### config.mk
export PLATFORM = sky130hd
export DESIGN_NAME = ham_secded_codec
export DESIGN_NICKNAME = d
export VERILOG_FILES = /design/src/rtl/ham_secded_codec.sv
export SDC_FILE = /design/constraint.sdc
export NUM_CORES = 1
export LEC_CHECK = 0
export ABC_AREA = 1
export BUFFER_PORTS_ARGS = -buffer_cell sky130_fd_sc_hd__buf_2
export CAP_MARGIN = 20
export CORE_UTILIZATION = 30
export CTS_CLUSTER_SIZE = 20
export DETAILED_ROUTE_END_ITERATION = 7
export SKIP_LAST_GASP = 1
export SYNTH_ARGS = -nofsm -noshare
export SYNTH_HDL_FRONTEND = slang
export SYNTH_SLANG_ARGS = --single-unit
export TNS_END_PERCENT = 10
### constraint.sdc
create_clock -name clk_i -period 2.26 [get_ports clk_i]
set_clock_uncertainty 0.15 [all_clocks]
set_input_delay 0 -clock clk_i [delete_from_list [all_inputs] [get_ports clk_i]]
set_output_delay 0 -clock clk_i [all_outputs]
set_load 0.005 [all_outputs]
### src/rtl/ham_secded_codec.sv
// rtl/ham_secded_codec.sv - SECDED Hamming codec: 1-stage encoder, 2-stage decoder, saturating error counters
module ham_secded_codec #(
  parameter int  DATA_W = 11,
  parameter int  CNT_W  = 16,
  localparam int PAR_W  = (DATA_W <= 4) ? 3 : (DATA_W <= 11) ? 4 : (DATA_W <= 26) ? 5 : 6,
  localparam int CODE_W = DATA_W + PAR_W + 1
) (
  input  logic              clk_i,
  input  logic              rst_n_i,
  input  logic [DATA_W-1:0] enc_data_i,
  input  logic              enc_valid_i,
  output logic              enc_ready_o,
  output logic [CODE_W-1:0] enc_code_o,
  output logic              enc_valid_o,
  input  logic              enc_ready_i,
  input  logic [CODE_W-1:0] dec_code_i,
  input  logic              dec_valid_i,
  output logic              dec_ready_o,
  output logic [DATA_W-1:0] dec_data_o,
  output logic              dec_valid_o,
  input  logic              dec_ready_i,
  output logic              dec_corr_o,
  output logic              dec_uncorr_o,
  output logic [PAR_W-1:0]  dec_syn_o,
  input  logic              cnt_clr_i,
  output logic [CNT_W-1:0]  corr_cnt_o,
  output logic [CNT_W-1:0]  uncorr_cnt_o
);

  // Hamming position pos lives at bit pos-1; powers of two hold parity, the MSB holds overall parity.
  function automatic logic [CODE_W-1:0] f_encode(input logic [DATA_W-1:0] d);
    logic [CODE_W-1:0] c;
    logic              p;
    int                k;
    c = '0;
    k = 0;
    for (int pos = 1; pos < CODE_W; pos++) begin
      if ((pos & (pos - 1)) != 0) begin
        c[pos-1] = d[k];
        k++;
      end
    end
    for (int i = 0; i < PAR_W; i++) begin
      p = 1'b0;
      for (int pos = 1; pos < CODE_W; pos++)
        if (((pos >> i) & 1) != 0) p = p ^ c[pos-1];
      c[(1 << i) - 1] = p;
    end
    c[CODE_W-1] = ^c[CODE_W-2:0];
    return c;
  endfunction

  function automatic logic [PAR_W-1:0] f_syndrome(input logic [CODE_W-2:0] c);
    logic [PAR_W-1:0] s;
    s = '0;
    for (int i = 0; i < PAR_W; i++)
      for (int pos = 1; pos < CODE_W; pos++)
        if (((pos >> i) & 1) != 0) s[i] = s[i] ^ c[pos-1];
    return s;
  endfunction

  function automatic logic [DATA_W-1:0] f_extract(input logic [CODE_W-2:0] c);
    logic [DATA_W-1:0] d;
    int                k;
    d = '0;
    k = 0;
    for (int pos = 1; pos < CODE_W; pos++) begin
      if ((pos & (pos - 1)) != 0) begin
        d[k] = c[pos-1];
        k++;
      end
    end
    return d;
  endfunction

  logic              r_enc_valid;
  logic [CODE_W-1:0] r_enc_code;
  logic              r_s1_valid;
  logic [CODE_W-2:0] r_s1_code;
  logic [PAR_W-1:0]  r_s1_syn;
  logic              r_s1_q;
  logic              r_s2_valid;
  logic [DATA_W-1:0] r_s2_data;
  logic              r_s2_corr;
  logic              r_s2_uncorr;
  logic [PAR_W-1:0]  r_s2_syn;
  logic [CNT_W-1:0]  r_corr_cnt;
  logic [CNT_W-1:0]  r_uncorr_cnt;

  logic              w_enc_ready;
  logic              w_en;
  logic              w_dec_hs;
  logic [CODE_W-2:0] w_fixed;
  logic              w_pos_ok;
  logic              w_corr;
  logic              w_uncorr;

  assign w_enc_ready = !r_enc_valid || enc_ready_i;
  assign w_en        = !r_s2_valid || dec_ready_i;
  assign w_dec_hs    = r_s2_valid && dec_ready_i;

  always_ff @(posedge clk_i) begin
    if (!rst_n_i) begin
      r_enc_valid <= 1'b0;
      r_enc_code  <= '0;
    end else if (w_enc_ready) begin
      r_enc_valid <= enc_valid_i;
      if (enc_valid_i) r_enc_code <= f_encode(enc_data_i);
    end
  end

  // w_pos_ok: syndrome names a real bit (or zero); larger syndromes cannot come from one flip.
  always_comb begin
    w_fixed  = r_s1_code;
    w_pos_ok = (r_s1_syn == '0);
    for (int pos = 1; pos < CODE_W; pos++) begin
      if (int'(r_s1_syn) == pos) begin
        w_pos_ok = 1'b1;
        if (r_s1_q) w_fixed[pos-1] = ~r_s1_code[pos-1];
      end
    end
    w_corr   = r_s1_q && w_pos_ok;
    w_uncorr = r_s1_q ? !w_pos_ok : (r_s1_syn != '0);
  end

  always_ff @(posedge clk_i) begin
    if (!rst_n_i) begin
      r_s1_valid  <= 1'b0;
      r_s1_code   <= '0;
      r_s1_syn    <= '0;
      r_s1_q      <= 1'b0;
      r_s2_valid  <= 1'b0;
      r_s2_data   <= '0;
      r_s2_corr   <= 1'b0;
      r_s2_uncorr <= 1'b0;
      r_s2_syn    <= '0;
    end else if (w_en) begin
      r_s1_valid <= dec_valid_i;
      if (dec_valid_i) begin
        r_s1_code <= dec_code_i[CODE_W-2:0];
        r_s1_syn  <= f_syndrome(dec_code_i[CODE_W-2:0]);
        r_s1_q    <= ^dec_code_i;
      end
      r_s2_valid <= r_s1_valid;
      if (r_s1_valid) begin
        r_s2_data   <= f_extract(w_fixed);
        r_s2_corr   <= w_corr;
        r_s2_uncorr <= w_uncorr;
        r_s2_syn    <= r_s1_syn;
      end
    end
  end

  always_ff @(posedge clk_i) begin
    if (!rst_n_i || cnt_clr_i) begin
      r_corr_cnt   <= '0;
      r_uncorr_cnt <= '0;
    end else if (w_dec_hs) begin
      if (r_s2_corr && r_corr_cnt != {CNT_W{1'b1}})     r_corr_cnt   <= r_corr_cnt + 1'b1;
      if (r_s2_uncorr && r_uncorr_cnt != {CNT_W{1'b1}}) r_uncorr_cnt <= r_uncorr_cnt + 1'b1;
    end
  end

  assign enc_ready_o  = w_enc_ready;
  assign enc_valid_o  = r_enc_valid;
  assign enc_code_o   = r_enc_code;
  assign dec_ready_o  = w_en;
  assign dec_valid_o  = r_s2_valid;
  assign dec_data_o   = r_s2_data;
  assign dec_corr_o   = r_s2_corr;
  assign dec_uncorr_o = r_s2_uncorr;
  assign dec_syn_o    = r_s2_syn;
  assign corr_cnt_o   = r_corr_cnt;
  assign uncorr_cnt_o = r_uncorr_cnt;

endmodule

==> flow_summary.toml <==
[finish]
syn_to_final_growth_pct = 28.58
diodes = 0
drive_above_1_share = 0.1865
multi_input_area_um2 = 2357
finalNetCount = 803
fillers = 1541
ff_latch_area_um2 = 1682

[global_routing]
overflow = 0
first_global_vias = 3931
grt_max_degree = 39
grt_pass1_wl_um = 18640
grt.total_usage = 0.1566
antenna_found_initial = 0

[timing]
finalMaxSlewViolations = 0
rsz0062_at_grt = "false"
tightest_slew_ns = 0.8056
setup_violations = 0
post-route-period-util = 0.9026
hold_viol_final = 0
timing.final.crit_period_ns = 2.040
worst_slew_margin_rel = 0.4623
fin_tns_setup_ns = 0
whs_ns = 0.03310
fmax_ghz = 0.4902

[clock_network]
cts_tree = "built"
cts-root-buf = "clkbuf_16"
insertion_delay_ns = 0.35
cts_sinks = 84
clkSlewWorstSetupHoldPaths_ns = 0.06
htree_num_levels = 3
cts_buffer_depth = 2
cts_made_buffers = 9
post_cts_buffers = 0
post_cts_resize_count = 0

[route]
drt_iter0_markers = 210
route.detailed.drc = 1
totalWireLength_um = 11470
ant_nets = 0
vias_per_cell = 4.553
num_vias = 4353
wire_per_inst_um = 11.99
firstDrtPassIters = 6

[logic_synthesis]
synth_edf_count = 0
yosys_warnings = 0
synth.distinct_cells = 36
syn_area_um2 = 4453
netlist_instances = 637
synth_fp_nets = 673
synth-seq-cells = 84
synth_seq_area_share = 0.3776
ys_async_sr_fraction = 0
synth_area_per_cell_um2 = 6.991
synth_top_flop_cell = "dfxtp_1"

[setup_path]
crit_fanout = 17
cp-start-kind = "register"
required_ns = 2.40
worstSetupPathType = "reg -> reg"
cp-end-kind = "register"
cp.arrival_ns = 2.18

[placed_design]
dp_hpwl_um = 8383
place_congestion = 0.8351
port-buffer-count = 102

[floorplan]
die_w_um = 123.8
die_area_um2 = 15340
coreArea_um2 = 14530
initial_core_util = 0.3064
die_h_um = 123.8
io_pins = 103
rows = 44

[power]
peakVddDrop_uv = 367.9
p_leak_nw = 2.657
powerDensity_nw_per_um2 = 638.4

[job]
maxCapViolCount = 0

[status]
status = "complete, but fails checks"
violations = "design-rule violations"

[hold_path]
hold_path.class = "in -> reg"
==> report_power, final <==
| part | total (W) | switching (W) | internal [W] |
|---|---|---|---|
| Sequential | 0.00162 | 0.0000594 | 0.00156 |
| Combinational | 0.000610 | 0.000337 | 0.000273 |
| Clock | 0.00142 | 0.000666 | 0.000758 |
==> what timing repair did <==
item,in CTS,in global routing
hold buffers,30,0
setup endpoints to repair,0,0
endpoints found under the hold margin,43,0
==> Yosys cell counts (2+ instances only) <==
| library cell | instances | area, um2 |
|---|---|---|
| nand2_1 | 133 | 499.2 |
| dfxtp_1 | 84 | 1682 |
| inv_1 | 77 | 289.0 |
| nor2_1 | 77 | 289.0 |
| o21ai_0 | 52 | 260.3 |
| a21oi_1 | 46 | 230.2 |
| xnor2_1 | 37 | 324.1 |
| nand3_1 | 24 | 120.1 |
| xor2_1 | 22 | 192.7 |
| nor3_1 | 15 | 75.07 |
| clkbuf_1 | 11 | 41.29 |
| nand4_1 | 9 | 56.30 |
| inv_2 | 6 | 22.52 |
| o221ai_1 | 6 | 52.55 |
| and3_1 | 5 | 31.28 |
| buf_2 | 5 | 25.02 |
| o21ai_1 | 4 | 20.02 |
| nand2_2 | 3 | 18.77 |
| a31oi_1 | 2 | 12.51 |
| ha_1 | 2 | 25.02 |
| nand2_4 | 2 | 22.52 |
==> metal layers <==
| layer | part of all wire | GRT usage |
|---|---|---|
| met1 | 0.48 | 0.1973 |
| met4 | 0.014 | 0.06702 |
| met5 | 0 | 0 |
| met3 | 0.038 | 0.03297 |
| met2 | 0.46 | 0.2569 |
==> registers in the layout (all words and copies together) (netlist names) <==
name          count
r_s1_syn          4
uncorr_cnt_o     16
enc_code_o       16
corr_cnt_o       16
enc_valid_o       1
r_s1_q            1
dec_data_o       11
dec_uncorr_o      1
dec_valid_o       1
dec_corr_o        1
r_s1_code        11
dec_syn_o         4
r_s1_valid        1
==> through the flow <==
stage / cell area, um2 / utilization / setup WS (ns) / instances / power (W)
2_1_floorplan: 4453 / - / 0.4711 / 637 / 0.002036
3_3_place_gp: 5141 / 0.3537 / 0.3456 / 910 / 0.002222
3_5_place_dp: 5141 / 0.3537 / 0.3013 / 910 / 0.002229
4_1_cts: 5725 / 0.3939 / 0.1864 / 956 / 0.003712
5_1_grt: 5725 / 0.3939 / 0.07289 / 956 / 0.003841
6_report: 5725 / 0.3939 / 0.2201 / 956 / 0.003655
==> final cells by class <==
| class | instances | share of cell area |
|---|---|---|
| clock inverter | 7 | 0.01027 |
| inverter | 84 | 0.05529 |
| sequential | 84 | 0.2937 |
| clock buffer | 9 | 0.03934 |
| timing repair buffer | 138 | 0.1495 |
| tap | 184 | 0.04021 |
| multi-input combinational | 450 | 0.4117 |
==> cells by family (layout without fill, tap and decap cells) <==
kind of cell	after synthesis	in the layout	share of synthesized area
xor gates and xnor gates	60	60	0.1197
buffers and inverters	103	238	0.09300
adders and majority gates	2	2	0.005619
and+or+nand+nor	275	275	0.2686
DFF	84	84	0.3776
AOI/OAI and AO/OA	113	113	0.1354
==> worst max-delay path: stages (launching register included) <==
cell and delay [ns]:
dfxtp_1 0.39, inv_1 0.05, nor2_1 0.18, inv_1 0.12, nand2_1 0.12, buf_4 0.22
nand2_1 0.07, a21oi_1 0.13, dlygate4sd3_1 0.55
==> worst paths after layout <==
| check | from | to | slack, ns | depth (start not counted) |
|---|---|---|---|---|
| max | dec_valid_o$_SDFFE_PN0N_ | r_s1_code[14]$_SDFFE_PN0P_ | 0.22 | 8 |
| min | dec_valid_i | r_s1_syn[3]$_SDFFE_PN0P_ | 0.03 | 4 |
| max reg2reg | dec_valid_o$_SDFFE_PN0N_ | r_s1_code[14]$_SDFFE_PN0P_ | 0.22 | 8 |
| min reg2reg | r_s1_valid$_SDFFE_PN0N_ | dec_valid_o$_SDFFE_PN0N_ | 0.34 | 2 |
==> cell usage in the layout (no fill, tap or decap), drive strengths merged <==
cell and n:
nand2 138, buf 108, inv 85, dfxtp 84, nor2 79, o21ai 56, a21oi 46, xnor2 38
dlygate4sd3 30, nand3 24, xor2 22, nor3 17, nand4 9, clkbuf 9, o221ai 6, and3 5
clkinvlp 4, nor4 3, a31oi 2, ha 2, a211oi 2, clkinv 2, o211ai 1
(Power assumes the default switching activity.)
